--- src/rtl/mem_port_arbiter_pkg.sv ---
// Shared encodings and default widths for the IF/MEM memory-port arbiter.
package mem_port_arbiter_pkg;

  // Default bus widths and starvation limit.
  localparam int unsigned DefDataWidth = 32;
  localparam int unsigned DefAddrWidth = 32;
  localparam int unsigned DefMaxIfWait = 4;
  localparam int unsigned DefCntWidth  = 3;

  // FSM state encodings. These are plain constants so that legacy code can
  // still compare against them as bit patterns.
  localparam logic [1:0] ST_IDLE    = 2'd0;
  localparam logic [1:0] ST_BUSY_IF = 2'd1;
  localparam logic [1:0] ST_BUSY_D  = 2'd2;
  localparam logic [1:0] ST_RESP    = 2'd3;

  // Which requester the access that just finished belonged to.
  typedef enum logic [1:0] {
    SrvNone = 2'd0,
    SrvIf   = 2'd1,
    SrvD    = 2'd2
  } served_e;

  // Map a busy state onto the requester it is serving.
  function automatic served_e served_of(input logic [1:0] st);
    served_e id;
    id = SrvNone;
    if (st == ST_BUSY_IF) begin
      id = SrvIf;
    end else if (st == ST_BUSY_D) begin
      id = SrvD;
    end
    return id;
  endfunction

endpackage

--- src/rtl/arb_starvation_select.sv ---
// Grant selection between fetch and data requests. Data wins by default; a
// counter of data grants taken while fetch was waiting forces a fetch grant
// once it reaches MAX_IF_WAIT.
module arb_starvation_select
  import mem_port_arbiter_pkg::*;
#(
  parameter int unsigned MAX_IF_WAIT = DefMaxIfWait,
  parameter int unsigned CNT_WIDTH   = DefCntWidth
) (
  input  logic clk,
  input  logic rst,
  input  logic grant_en,
  input  logic if_req,
  input  logic d_req,
  output logic grant_if,
  output logic grant_d
);

  localparam logic [CNT_WIDTH-1:0] MaxCnt = CNT_WIDTH'(MAX_IF_WAIT);

  logic [CNT_WIDTH-1:0] count_q, count_d;

  // Pick a winner; only meaningful while the arbiter is idle.
  always_comb begin
    grant_if = 1'b0;
    grant_d  = 1'b0;
    if (grant_en) begin
      if (if_req && d_req) begin
        if (count_q == MaxCnt) begin
          grant_if = 1'b1;
        end else begin
          grant_d = 1'b1;
        end
      end else if (if_req) begin
        grant_if = 1'b1;
      end else if (d_req) begin
        grant_d = 1'b1;
      end
    end
  end

  // Count data grants that overtook a pending fetch; a fetch grant clears it.
  always_comb begin
    count_d = count_q;
    if (grant_if) begin
      count_d = '0;
    end else if (grant_d && if_req && (count_q != MaxCnt)) begin
      count_d = count_q + CNT_WIDTH'(1);
    end
  end

  // Starvation counter register.
  always_ff @(posedge clk or posedge rst) begin
    if (rst) begin
      count_q <= '0;
    end else begin
      count_q <= count_d;
    end
  end

endmodule

--- src/rtl/mem_port_arbiter.sv ---
// Shares one memory port between the instruction-fetch and data-memory
// stages. One access at a time: IDLE grants, BUSY_x waits for the memory,
// RESP releases the stall of the served requester for exactly one cycle.
module mem_port_arbiter
  import mem_port_arbiter_pkg::*;
#(
  parameter int unsigned DATA_WIDTH  = DefDataWidth,
  parameter int unsigned ADDR_WIDTH  = DefAddrWidth,
  parameter int unsigned MAX_IF_WAIT = DefMaxIfWait,
  parameter int unsigned CNT_WIDTH   = DefCntWidth
) (
  input  logic                  CLK,
  input  logic                  RESET,
  input  logic                  IF_REQ,
  input  logic [ADDR_WIDTH-1:0] IF_ADDRESS,
  output logic [DATA_WIDTH-1:0] IF_READ_DATA,
  output logic                  IF_BUSYWAIT,
  input  logic                  D_READ,
  input  logic                  D_WRITE,
  input  logic [ADDR_WIDTH-1:0] D_ADDRESS,
  input  logic [DATA_WIDTH-1:0] D_WRITE_DATA,
  output logic [DATA_WIDTH-1:0] D_READ_DATA,
  output logic                  D_BUSYWAIT,
  output logic                  MEM_READ,
  output logic                  MEM_WRITE,
  output logic [ADDR_WIDTH-1:0] MEM_ADDRESS,
  output logic [DATA_WIDTH-1:0] MEM_WRITE_DATA,
  input  logic [DATA_WIDTH-1:0] MEM_READ_DATA,
  input  logic                  MEM_BUSYWAIT
);

  logic [1:0]            state_q, state_d;
  served_e               served_q, served_d;
  logic                  mem_read_q, mem_read_d;
  logic                  mem_write_q, mem_write_d;
  logic [ADDR_WIDTH-1:0] mem_addr_q, mem_addr_d;
  logic [DATA_WIDTH-1:0] mem_wdata_q, mem_wdata_d;
  logic [DATA_WIDTH-1:0] if_rdata_q, if_rdata_d;
  logic [DATA_WIDTH-1:0] d_rdata_q, d_rdata_d;

  logic d_req;
  logic grant_if, grant_d;

  assign d_req = D_READ | D_WRITE;

  arb_starvation_select #(
    .MAX_IF_WAIT(MAX_IF_WAIT),
    .CNT_WIDTH  (CNT_WIDTH)
  ) u_select (
    .clk     (CLK),
    .rst     (RESET),
    .grant_en(state_q == ST_IDLE),
    .if_req  (IF_REQ),
    .d_req   (d_req),
    .grant_if(grant_if),
    .grant_d (grant_d)
  );

  // Next-state and datapath: latch the winner's command, then wait for memory.
  always_comb begin
    state_d     = state_q;
    served_d    = served_q;
    mem_read_d  = mem_read_q;
    mem_write_d = mem_write_q;
    mem_addr_d  = mem_addr_q;
    mem_wdata_d = mem_wdata_q;
    if_rdata_d  = if_rdata_q;
    d_rdata_d   = d_rdata_q;

    case (state_q)
      ST_IDLE: begin
        if (grant_if) begin
          state_d     = ST_BUSY_IF;
          mem_addr_d  = IF_ADDRESS;
          mem_read_d  = 1'b1;
          mem_write_d = 1'b0;
        end else if (grant_d) begin
          state_d    = ST_BUSY_D;
          mem_addr_d = D_ADDRESS;
          // A simultaneous read and write is treated as a write.
          if (D_WRITE) begin
            mem_write_d = 1'b1;
            mem_read_d  = 1'b0;
            mem_wdata_d = D_WRITE_DATA;
          end else begin
            mem_read_d  = 1'b1;
            mem_write_d = 1'b0;
          end
        end
      end

      ST_BUSY_IF, ST_BUSY_D: begin
        if (!MEM_BUSYWAIT) begin
          if (state_q == ST_BUSY_IF) begin
            if_rdata_d = MEM_READ_DATA;
          end else if (mem_read_q) begin
            d_rdata_d = MEM_READ_DATA;
          end
          mem_read_d  = 1'b0;
          mem_write_d = 1'b0;
          served_d    = served_of(state_q);
          state_d     = ST_RESP;
        end
      end

      ST_RESP: begin
        state_d  = ST_IDLE;
        served_d = SrvNone;
      end

      default: begin
        state_d  = ST_IDLE;
        served_d = SrvNone;
      end
    endcase
  end

  // State and datapath registers; reset abandons any in-flight access.
  always_ff @(posedge CLK or posedge RESET) begin
    if (RESET) begin
      state_q     <= ST_IDLE;
      served_q    <= SrvNone;
      mem_read_q  <= 1'b0;
      mem_write_q <= 1'b0;
      mem_addr_q  <= '0;
      mem_wdata_q <= '0;
      if_rdata_q  <= '0;
      d_rdata_q   <= '0;
    end else begin
      state_q     <= state_d;
      served_q    <= served_d;
      mem_read_q  <= mem_read_d;
      mem_write_q <= mem_write_d;
      mem_addr_q  <= mem_addr_d;
      mem_wdata_q <= mem_wdata_d;
      if_rdata_q  <= if_rdata_d;
      d_rdata_q   <= d_rdata_d;
    end
  end

  assign MEM_READ       = mem_read_q;
  assign MEM_WRITE      = mem_write_q;
  assign MEM_ADDRESS    = mem_addr_q;
  assign MEM_WRITE_DATA = mem_wdata_q;
  assign IF_READ_DATA   = if_rdata_q;
  assign D_READ_DATA    = d_rdata_q;

  // Stall every requester except the one being released this cycle.
  assign IF_BUSYWAIT = IF_REQ & ~((state_q == ST_RESP) && (served_q == SrvIf));
  assign D_BUSYWAIT  = d_req & ~((state_q == ST_RESP) && (served_q == SrvD));

endmodule
--- config.mk ---
export PLATFORM = sky130hd
export DESIGN_NAME = mem_port_arbiter
export DESIGN_NICKNAME = d
export VERILOG_FILES = /design/src/rtl/mem_port_arbiter_pkg.sv /design/src/rtl/arb_starvation_select.sv /design/src/rtl/mem_port_arbiter.sv
export SDC_FILE = /design/constraint.sdc
export NUM_CORES = 1
export LEC_CHECK = 0
export ABC_AREA = 1
export BUFFER_PORTS_ARGS = -buffer_cell sky130_fd_sc_hd__clkbuf_2
export CORE_ASPECT_RATIO = 0.75
export CORE_UTILIZATION = 50
export DETAILED_ROUTE_END_ITERATION = 16
export PLACE_DENSITY = 0.89
export SLEW_MARGIN = 25
export SYNTH_ARGS = -nofsm -noshare
export SYNTH_HDL_FRONTEND = slang
export SYNTH_SLANG_ARGS = --single-unit
--- constraint.sdc ---
create_clock -name CLK -period 11 [get_ports CLK]
set_clock_uncertainty 0.2 [all_clocks]
set_input_delay 2.2 -clock CLK [delete_from_list [all_inputs] [get_ports CLK]]
set_output_delay 2.2 -clock CLK [all_outputs]
set_load 0.01 [all_outputs]
==> flow_summary.yaml <==
status:
  result_of_the_run: "finished clean"
floorplanning:
  die_width_um: 127
  num_io_pins: 266
  area_of_the_placeable_core_um2: 11100
  row_count: 33
  floorplan.initialDensity: 0.524
  floorplan.die.height_um: 95.4
  design.die.area_um2: 12100
cts:
  hold_buffers: 0
  h_tree_lvl_count: 4
  post_cts_resized: 0
  cts_inserted_buffers: 17
  max-clock-path-buffers: 2
  worstSkewPairLatency_ns: 0.39
  cts_setup_buffers: 0
  clk_transition_reported_paths_ns: 0.05
  tritoncts_clock_tree: "yes"
  clk_root_buffer_cell: "sky130_fd_sc_hd__clkbuf_16"
  cts.sinks: 137
synth:
  synth.avg_cell_area_um2: 9.25
  post_synth_instance_area_um2: 5820
  synth-seq-cells: 137
  synth_cell_types: 23
  synth_nets: 770
  synth-warning-count: 0
  synth-seq-area-share: 0.589
  postSynthCellCount: 629
final_layout:
  mostFrequentLayoutCell: "sky130_fd_sc_hd__clkbuf_2"
  antennaDiodeCount: 0
  mostFrequentLayoutCells: "265 x sky130_fd_sc_hd__clkbuf_2, 178 x sky130_fd_sc_hd__nand2_1, 137 x sky130_fd_sc_hd__dfrtp_1, 82 x sky130_fd_sc_hd__inv_1, 70 x sky130_fd_sc_hd__o21ai_0"
  finalInstanceArea_um2: 7740
  synthToLayoutAreaGrowth_pct: 33.1
  final_nets: 1026
  final_layout_size_suffix_gt1_frac: 0.379
worst_setup_path:
  worst_setup_path_end_kind: "output pin"
  regToRegSetupSlack_ns: 8.14
  critical_path_required_ns: 8.60
  dominant_delay_contributor_by_cell_family_on_the_critical_path: "buffers and inverters"
  worst-path-max-fanout: 5
  cp-start-kind: "input pin"
  setup.worst_path.start: "D_WRITE"
  critical_path_arrival_ns: 2.76
  path_buf_inv: 4
  startpoint_to_endpoint_class_of_the_critical_path: "input pin to output pin"
  worstPathCellList: "clkbuf_2, inv_1, nand2_1, o31ai_1, inv_1, clkbuf_2"
  cp_slowest_stage_delay_ns: 0.17
  rr_startpoint: "state_q[0]"
  critPathSlowestCell: "sky130_fd_sc_hd__clkbuf_2"
timing:
  period_needed_ns: 5.16
  finalHoldViolations: 0
  finalSetupViolCount: 0
  tns_ns: 0
  period_share: 0.469
  timing_worst_slew_pin_value_ns: 0.862
  slew_violations: 0
  rsz0062_at_grt: "false"
  fmax_mhz: 194
  tightest_slew_margin_relative_to_the_limit: 0.426
  setup_ws_ns: 5.84
  hold_slack_ns: 0.278
grt:
  grt_start_max_net_pins: 88
  gr-usage-all-layers: 0.246
  wire_length_of_the_first_global_routing_pass_mm: 22.8
  overflow: 0
  initial_antenna_violation_count: 0
  vias_in_the_first_global_route: 4724
drt:
  met3_length_mm: 1.05
  wl_final_mm: 14.6
  met1Wirelength_mm: 6.07
  dr.max_layer_used: "met4"
  route.detailed.vias_per_inst: 4.87
  drt.antenna.violating_nets: 0
  firstDrtPassIters: 4
  remaining_drc_errors: 0
  drt-initial-drc-count: 291
  wl_per_cell_um: 14.1
  num_vias: 5047
  met2_wirelength_mm: 7.37
place:
  io_buffers: 265
  place_hpwl_mm: 10.3
  gp_congestion: 0.831
  placement.cell_area_um2: 7150
  dp_worst_setup_slack_ns: 5.85
min_path:
  hp-start: "u_select.count_q[2]"
  holdCritPathClass: "register to register"
flow_run:
  max_cap_violations: 0
pwr:
  power_uw: 2310
  power.ir.vdd_worst_uv: 176
  power.static_leakage_uw: 0.00444
  power.density_nw_per_um2: 298
synth_stat cells:
master	instances	share of area
sky130_fd_sc_hd__nand3_1	69	0.059
sky130_fd_sc_hd__nand2_2	1	0.0011
sky130_fd_sc_hd__buf_2	8	0.0069
sky130_fd_sc_hd__inv_2	3	0.0019
sky130_fd_sc_hd__nand3_4	1	0.0030
sky130_fd_sc_hd__nand4_1	1	0.0011
sky130_fd_sc_hd__o31ai_1	1	0.0013
sky130_fd_sc_hd__buf_6	10	0.019
sky130_fd_sc_hd__nor2_1	6	0.0039
sky130_fd_sc_hd__ha_1	7	0.015
sky130_fd_sc_hd__nor2_4	2	0.0039
sky130_fd_sc_hd__inv_1	83	0.054
sky130_fd_sc_hd__nand2_4	1	0.0019
sky130_fd_sc_hd__dfrtp_1	137	0.59
sky130_fd_sc_hd__o21ai_0	70	0.060
sky130_fd_sc_hd__nand3b_1	1	0.0013
sky130_fd_sc_hd__o21bai_1	1	0.0013
sky130_fd_sc_hd__a21oi_1	2	0.0017
sky130_fd_sc_hd__a31oi_1	1	0.0011
sky130_fd_sc_hd__nand2_1	179	0.12
sky130_fd_sc_hd__buf_4	1	0.0013
sky130_fd_sc_hd__clkbuf_1	12	0.0077
sky130_fd_sc_hd__o21ai_2	32	0.048
through the flow:
| stage | utilization | std cells |
|---|---|---|
| finish | 0.697 | 1036 |
| global route | 0.697 | 1036 |
| CTS | 0.697 | 1036 |
| detailed placement | 0.643 | 1006 |
| global placement | 0.642 | 1005 |
| floorplan | - | 629 |
power breakdown:
group	leakage [uW]	switching, uW	internal, uW
logic	0.00244	538	335
registers	0.00171	133	739
clock network	0.000288	207	360
total	0.00444	877	1430
path summary, 6_finish.rpt:
check / end / cells after the start
min reg2reg: u_select.count_q[2] / 1
min: u_select.count_q[2] / 1
min in group asynchronous: MEM_WRITE_DATA[5] / 2
max in group asynchronous: MEM_ADDRESS[27] / 3
max: D_BUSYWAIT / 6
max reg2reg: MEM_WRITE_DATA[19] / 8
flip-flops by register name, indices dropped and copies added, names as in the netlist:
register	count
state_q	2
IF_READ_DATA	32
D_READ_DATA	32
MEM_WRITE_DATA	32
MEM_READ	1
u_select.count_q	3
MEM_WRITE	1
MEM_ADDRESS	32
served_q	2
per-layer routing:
layer | global-route usage | vias to the layer above
met4 | 0.0843 | 0
li1 | - | 2492
met5 | 0 | -
met3 | 0.0662 | 14
met1 | 0.295 | 2346
met2 | 0.434 | 195
area by class of cell:
type	count	area (um^2)
Fill cell	871	3360
Tap cell	140	175
Clock inverter	12	151
Multi-Input combinational cell	375	1870
Timing Repair Buffer	268	1350
Clock buffer	18	439
Sequential cell	137	3430
Inverter	86	328
cells by family (layout without fill, tap and decap cells):
family	after synthesis	count (layout)	share of synthesized area
simple gates	261	261	0.191
flops	137	137	0.589
buf+inv	117	384	0.0908
compound gates	107	107	0.114
fa+ha+maj	7	7	0.0151
Power figures use the tool's default switching activity.
